<file path="src/rtl/emph_pkg.sv">
// Shared constants and types for the pre-/de-emphasis filter pair.
// Both blocks use the same Q15 coefficient, so they stay exact inverses.
package emph_pkg;

    localparam int Q         = 15;
    localparam int COEF_Q15  = 31785;
    localparam int IN_MSB    = 16;
    localparam int OUT_MSB   = 15;
    localparam int FRAME_LEN = 16000;

    typedef enum logic {
        IDLE,
        RUN
    } state_t;

    function automatic int cnt_bits(input int n);
        return (n > 1) ? $clog2(n) : 1;
    endfunction

endpackage

</file>
<file path="src/rtl/sat_round.sv">
// Rounds a Q15 feedback product, adds the input sample and clamps
// the result to the output width, flagging any clip.
module sat_round
    import emph_pkg::*;
#(
    parameter int I_BW = IN_MSB,
    parameter int O_BW = OUT_MSB,
    parameter int PW   = O_BW + 18
) (
    input  logic signed [PW-1:0] prod,
    input  logic signed [I_BW:0] data_i,
    output logic signed [O_BW:0] data_o,
    output logic                 sat_o
);

    localparam int FW = PW - Q;
    localparam int SW = ((I_BW + 1 > FW) ? I_BW + 1 : FW) + 1;

    localparam logic signed [PW-1:0] HALF = PW'(2 ** (Q - 1));
    localparam logic signed [SW-1:0] MAXV = SW'(2 ** O_BW - 1);
    localparam logic signed [SW-1:0] MINV = SW'(-(2 ** O_BW));

    logic signed [PW-1:0] rnd;
    logic signed [FW-1:0] fb;
    logic signed [SW-1:0] sum;
    logic                 unused_lsb;

    // Round half up, then drop the Q fraction bits.
    assign rnd        = prod + HALF;
    assign fb         = rnd[PW-1:Q];
    assign unused_lsb = ^rnd[Q-1:0];

    assign sum = {{(SW-I_BW-1){data_i[I_BW]}}, data_i}
               + {{(SW-FW){fb[FW-1]}}, fb};

    always_comb begin
        sat_o  = 1'b1;
        data_o = MAXV[O_BW:0];
        if (sum < MINV) begin
            data_o = MINV[O_BW:0];
        end else if (sum <= MAXV) begin
            sat_o  = 1'b0;
            data_o = sum[O_BW:0];
        end
    end

endmodule

</file>
<file path="src/rtl/deemphasis.sv">
// Frame-aware first-order de-emphasis IIR: y[n] = x[n] + a*y[n-1].
// One-cycle latency, saturating output, history cleared per frame.
module deemphasis
    import emph_pkg::*;
#(
    parameter int I_BW      = IN_MSB,
    parameter int O_BW      = OUT_MSB,
    parameter int COEF      = COEF_Q15,
    parameter int N_SAMPLES = FRAME_LEN
) (
    input  logic                 clk,
    input  logic                 rst,
    input  logic                 clear_i,
    input  logic                 valid_i,
    input  logic signed [I_BW:0] data_i,
    output logic                 valid_o,
    output logic signed [O_BW:0] data_o,
    output logic                 sat_o,
    output logic                 last_o,
    output logic [15:0]          sat_cnt_o
);

    localparam int PW = O_BW + 18;
    localparam int CW = cnt_bits(N_SAMPLES);

    localparam logic signed [16:0] COEF_S   = 17'(COEF);
    localparam logic [CW-1:0]      LAST_IDX = CW'(N_SAMPLES - 1);

    state_t               state;
    logic signed [O_BW:0] y_prev;
    logic signed [O_BW:0] hist;
    logic signed [O_BW:0] res;
    logic [CW-1:0]        cnt;
    logic [CW-1:0]        cnt_cur;
    logic signed [PW-1:0] prod;
    logic                 fresh;
    logic                 sat;
    logic                 is_last;
    logic [15:0]          sat_base;

    // A sample is a frame start in IDLE or when clear_i arrives with it.
    assign fresh    = clear_i || (state == IDLE);
    assign hist     = fresh ? '0 : y_prev;
    assign cnt_cur  = fresh ? '0 : cnt;
    assign is_last  = (cnt_cur == LAST_IDX);
    assign sat_base = clear_i ? '0 : sat_cnt_o;
    assign prod     = PW'(hist) * PW'(COEF_S);

    sat_round #(
        .I_BW (I_BW),
        .O_BW (O_BW),
        .PW   (PW)
    ) u_sat (
        .prod   (prod),
        .data_i (data_i),
        .data_o (res),
        .sat_o  (sat)
    );

    always_ff @(posedge clk) begin
        if (rst) begin
            state     <= IDLE;
            y_prev    <= '0;
            cnt       <= '0;
            valid_o   <= 1'b0;
            data_o    <= '0;
            sat_o     <= 1'b0;
            last_o    <= 1'b0;
            sat_cnt_o <= '0;
        end else begin
            valid_o <= valid_i;
            sat_o   <= 1'b0;
            last_o  <= 1'b0;
            if (valid_i) begin
                data_o <= res;
                sat_o  <= sat;
                last_o <= is_last;
                if (sat && sat_base != 16'hFFFF) begin
                    sat_cnt_o <= sat_base + 16'd1;
                end else begin
                    sat_cnt_o <= sat_base;
                end
                if (is_last) begin
                    state  <= IDLE;
                    y_prev <= '0;
                    cnt    <= '0;
                end else begin
                    state  <= RUN;
                    y_prev <= res;
                    cnt    <= cnt_cur + CW'(1);
                end
            end else if (clear_i) begin
                state     <= IDLE;
                y_prev    <= '0;
                cnt       <= '0;
                sat_cnt_o <= '0;
            end
        end
    end

endmodule

</file>
<file path="config.mk">
export PLATFORM = sky130hd
export DESIGN_NAME = deemphasis
export DESIGN_NICKNAME = d
export VERILOG_FILES = /design/src/rtl/emph_pkg.sv /design/src/rtl/sat_round.sv /design/src/rtl/deemphasis.sv
export SDC_FILE = /design/constraint.sdc
export NUM_CORES = 1
export LEC_CHECK = 0
export ABC_CLOCK_PERIOD_IN_PS = 12900
export BUFFER_PORTS_ARGS = -buffer_cell sky130_fd_sc_hd__buf_4
export CAP_MARGIN = 20
export CORE_UTILIZATION = 60
export DETAILED_ROUTE_END_ITERATION = 8
export PLACE_DENSITY = 0.79
export SYNTH_ARGS = -nofsm -noshare
export SYNTH_HDL_FRONTEND = slang
export SYNTH_SLANG_ARGS = --single-unit
</file>
<file path="constraint.sdc">
create_clock -name clk -period 12.9 [get_ports clk]
set_input_delay 1.935 -clock clk [delete_from_list [all_inputs] [get_ports clk]]
set_output_delay 1.935 -clock clk [all_outputs]
set_load 0.02 [all_outputs]
</file>
==> results_dict.tcl, run 1 <==
set metrics [dict create \
    gr-total-overflow 0 \
    place.gp.congestion 0.872 \
    row_count 43 \
    drv_cap 0 \
    first_global_vias 7037 \
    cts_tree "yes" \
    nets 1303 \
    wl_mm 19.6 \
    min_path_type "reg -> reg" \
    clock_sinks 66 \
    synth_flop_cell "dfxtp_1" \
    p_per_area_mw_per_mm2 75.0 \
    die_width_um 122 \
    drtIter0Drc 475 \
    synth-async-reset-ratio_pct 0 \
    status "completed" \
    grt_pass1_wl_mm 32.9 \
    critPathMaxStageDelay_ps 590 \
    slew_headroom_pct 22.4 \
    syn_to_final_growth_pct 9.94 \
    cts_max_level 3 \
    layoutNonFillerInstCount 1258 \
    power_mw 0.711 \
    ys_ff_latch 66 \
    die_h_um 122 \
    setup_viol 0 \
    numPortBuffers 55 \
    coreArea_mm2 0.0139 \
    antenna_left 0 \
    synth-seq-area-share_pct 15.3 \
    num_vias 7180 \
    initial_core_util_pct 61.9 \
    cts_setup_buffers 0 \
    dp_slack_ps 1370 \
    crit_type "in -> reg" \
    syn-num-nets 1265 \
    period_needed_ps 11230 \
    cts_resized 0 \
    yosys.area.top_type "ha_1" \
    fin_setup_tns_ps 0 \
    yosysWarnings 0 \
    place_hpwl_mm 15.7 \
    ir_drop_mv 0.0755 \
    clock_skew_ps 6.46 \
    clk_latency_ps 330 \
    cts_buffer_depth 2 \
    period_share_pct 87.0 \
    hold_buffers 0 \
    first_pass_iters 7 \
    die-area_mm2 0.0149 \
    worst_setup_path_start_kind "input pin" \
    timing.hold.ws_ps 450 \
    syn_avg_cell_area_um2 8.33 \
    crit_arrival_ps 11490 \
    drc 0 \
    synthTopCellsByCount "166 x inv_1, 133 x ha_1, 88 x nand2_1" \
    antenna_found_initial 0 \
    cts_root_buf "clkbuf_16" \
    worstPathRequired_ps 13170 \
    rsz0062_at_grt "no" \
    diodes 0 \
    placed_cells 1242 \
    syn_area_mm2 0.00862 \
    cp_slowest_cell "nor2b_2" \
    synth_cells 1035 \
    design_area_mm2 0.00948 \
    track_usage_pct 27.9 \
    grt_max_degree 35 \
    fmax_ghz 0.0891 \
    wl_per_cell_um 15.6 \
    ios 56 \
    yosysTopAreaCellShare_pct 19.3 \
    ys_types 77 \
    drive_gt1_share_pct 8.91 \
    yosysMostFrequentCell "inv_1" \
    tightest_slew_ps 1160 \
    dpl-instance-area_mm2 0.00915 \
    viasPerCell 5.71 \
    cp-end-kind "flop" \
    crit_fanout 23 \
    cts_buffers 9 \
    p_leak_nw 4.86 \
    final_core_util_pct 68.0 \
    synth_edf_count 0 \
    final_hold_viol_count 0 \
    crit_top_cell "fa_1" \
    final.setup.worst_slack_ps 1670 \
    ys_top_cells_by_area "ha_1 19%, fa_1 18%, dfxtp_1 15%" \
    clk_pin_slew_ps 60 \
    final_max_slew_viol_count 0 \
]
[placed cells by master, fill, tap and decap left out, types with 12 or more instances in the layout]
cell,n
ha_1,133
nand3_1,25
fa_1,76
dfxtp_1,66
nand2_1,88
a21o_1,15
buf_4,59
o21ai_0,55
and3_1,21
xor2_1,18
and2_1,15
xnor2_1,43
inv_1,166
nor2_1,71
nand4_1,12
a21oi_1,58
[flip-flops by register name, indices dropped and copies added (netlist names)]
signal,cells
sat_o,1
data_o,16
y_prev,16
last_o,1
sat_cnt_o,16
cnt,14
state,1
valid_o,1
[cells by family (layout without fill, tap and decap cells)]
logic type	after synthesis	in the layout	synth area share [%]
and+or+nand+nor	292	292	16.6
adders and majority gates	210	210	37.1
AOI/OAI and AO/OA	199	199	14.9
buffers and inverters	199	242	8.93
DFF	66	66	15.3
xor gates and xnor gates	62	62	6.39
muxes	7	7	0.827
[critical path, delay by kind of cell]
family / cells / cell delay [ps]
AOI/OAI and AO/OA: 10 / 2470
xor gates and xnor gates: 1 / 150
adders and majority gates: 8 / 3860
buffers and inverters: 6 / 710
and+or+nand+nor: 9 / 2340
[area by class of cell]
| type | instances | area, um^2 |
|---|---|---|
| Fill cell | 1169 | 4460 |
| Sequential cell | 66 | 1320 |
| Clock inverter | 6 | 88.8 |
| Inverter | 167 | 627 |
| Multi-Input combinational cell | 770 | 6530 |
| Timing Repair Buffer | 59 | 443 |
| Clock buffer | 10 | 239 |
| Tap cell | 180 | 225 |
[power by group]
group	leakage, nW	internal (mW)	switching, mW
Sequential	0.538	0.216	0.0130
Combinational	4.16	0.0859	0.129
Clock	0.155	0.175	0.0925
Total	4.86	0.476	0.235
[routing by layer]
layer,up-vias,track usage [%],share of wire [%]
met5,-,0,0
met1,3427,37.4,46
met4,0,5.48,1.5
met2,179,47.8,48
met3,26,3.65,3.7
li1,3548,-,-
[path summary, 6_finish.rpt]
path	start	to	slack, ps	cells past startpoint
worst min register to register	y_prev[10]	y_prev[10]	450	2
worst max register to register	state	sat_cnt_o[7]	2880	33
worst max-delay path	clear_i	sat_cnt_o[7]	1670	34
worst min-delay path	y_prev[10]	y_prev[10]	450	2
(Power assumes the default switching activity.)
==> run 2: changes to the inputs <==
--- a/config.mk
+++ b/config.mk
@@ -5,7 +5,7 @@
 export SDC_FILE = /design/constraint.sdc
 export NUM_CORES = 1
 export LEC_CHECK = 0
-export ABC_CLOCK_PERIOD_IN_PS = 12900
+export ABC_CLOCK_PERIOD_IN_PS = 12000
 export BUFFER_PORTS_ARGS = -buffer_cell sky130_fd_sc_hd__buf_4
 export CAP_MARGIN = 20
 export CORE_UTILIZATION = 60
==> constraint.sdc (replaced) <==
create_clock -name clk -period 12 [get_ports clk]
set_input_delay 2.4 -clock clk [delete_from_list [all_inputs] [get_ports clk]]
set_output_delay 2.4 -clock clk [all_outputs]
set_load 0.02 [all_outputs]
==> results_dict.tcl, run 2 (same netlist as run 1, synthesis figures left out) <==
set metrics [dict create \
    cts_setup_buffers 0 \
    crit_top_cell "fa_1" \
    top_regs "data_o x16, sat_cnt_o x16, y_prev x16" \
    grt_max_degree 35 \
    setup_viol 0 \
    cts_buffers 9 \
    numPortBuffers 55 \
    cts_buffer_depth 2 \
    die_h_um 122 \
    initial_core_util_pct 61.9 \
    cp_slowest_cell "fa_1" \
    track_usage_pct 28.1 \
    design_area_mm2 0.00954 \
    cts_root_buf "clkbuf_16" \
    antenna_left 0 \
    first_pass_iters 5 \
    final_max_slew_viol_count 0 \
    grt_pass1_wl_mm 33.2 \
    rsz0062_at_grt "no" \
    drv_cap 0 \
    viasPerCell 5.73 \
    nets 1309 \
    clk_pin_slew_ps 60 \
    drive_gt1_share_pct 9.41 \
    diodes 0 \
    p_per_area_mw_per_mm2 81.9 \
    crit_fanout 14 \
    worst_setup_path_start_kind "input pin" \
    pwr-share-comb_pct 30.0 \
    p_sw_mw 0.253 \
    ir_drop_mv 0.119 \
    antenna_found_initial 0 \
    drtIter0Drc 415 \
    slew_headroom_pct 33.9 \
    tightest_slew_ps 987 \
    cts_max_level 3 \
    cts_tree "yes" \
    coreArea_mm2 0.0139 \
    row_count 43 \
    crit_arrival_ps 11480 \
    wl_per_cell_um 15.8 \
    final_hold_viol_count 0 \
    ios 56 \
    cp-end-kind "flop" \
    clock_sinks 66 \
    critPathMaxStageDelay_ps 550 \
    worstPathRequired_ps 12240 \
    seqPwrFrac_pct 31.4 \
    cts_resized 0 \
    min_path_type "reg -> reg" \
    num_vias 7247 \
    wl_mm 20.0 \
    layout_commonest_cell "inv_1" \
    period_needed_ps 11240 \
    crit_type "in -> reg" \
    final_core_util_pct 68.4 \
    clock_skew_ps 5.59 \
    clock_power_share_pct 38.5 \
    dpl-instance-area_mm2 0.00920 \
    fmax_ghz 0.0889 \
    first_global_vias 7148 \
    hold_buffers 0 \
    p_int_mw 0.528 \
    place.gp.congestion 0.920 \
    status "completed" \
    gr-total-overflow 0 \
    drc 0 \
    place_hpwl_mm 16.1 \
    period_share_pct 93.7 \
    die-area_mm2 0.0149 \
    final_cell_mix "166 x inv_1, 133 x ha_1, 88 x nand2_1, 76 x fa_1, 71 x nor2_1" \
    p_leak_nw 4.89 \
    sw_frac_of_total_pct 32.4 \
    syn_to_final_growth_pct 10.6 \
    die_width_um 122 \
    fin_setup_tns_ps 0 \
    clk_latency_ps 330 \
]
run 2: worst paths after layout:
check	from	end	slack, ps	cells after the start
worst max-delay path	clear_i	data_o[0]	760	34
worst min-delay path	y_prev[10]	y_prev[10]	460	2
worst max register to register	state	data_o[0]	2410	33
worst min register to register	y_prev[10]	y_prev[10]	460	2
run 2: routing by layer:
metal | global-route usage, % | part of all wire [%]
met5 | 0 | 0
met4 | 7.18 | 2.1
met3 | 3.42 | 3.5
met2 | 47.8 | 49
met1 | 37.7 | 46
run 2: cell type report:
cell class / instances / area [um^2]
Multi-Input combinational cell: 770 / 6530
Fill cell: 1107 / 4400
Sequential cell: 66 / 1320
Inverter: 167 / 627
Timing Repair Buffer: 65 / 488
Clock buffer: 9 / 225
Tap cell: 180 / 225
Clock inverter: 7 / 118
run 2: power by group through the flow:
stage | combinational (mW) | sequential [mW] | clock, mW
5_1_grt | 0.264 | 0.247 | 0.314
3_3_place_gp | 0.227 | 0.249 | 0
6_report | 0.235 | 0.245 | 0.301
4_1_cts | 0.234 | 0.245 | 0.303
3_5_place_dp | 0.232 | 0.249 | 0
2_1_floorplan | 0.168 | 0.251 | 0
run 2: critical path: cells and delay by family:
| family | cells | cell delay (ps) |
|---|---|---|
| xor gates and xnor gates | 1 | 140 |
| adders and majority gates | 8 | 3820 |
| AOI/OAI and AO/OA | 11 | 2920 |
| and+or+nand+nor | 8 | 1600 |
| buffers and inverters | 6 | 600 |
run 2: metrics by stage:
step	total power, mW	cells	hold slack, ps	setup slack (ps)
finish	0.781	1264	457	755
global route	0.824	1264	473	163
CTS	0.782	1264	455	809
detailed placement	0.482	1248	441	471
global placement	0.477	1248	434	740
floorplan	0.419	1035	417	721
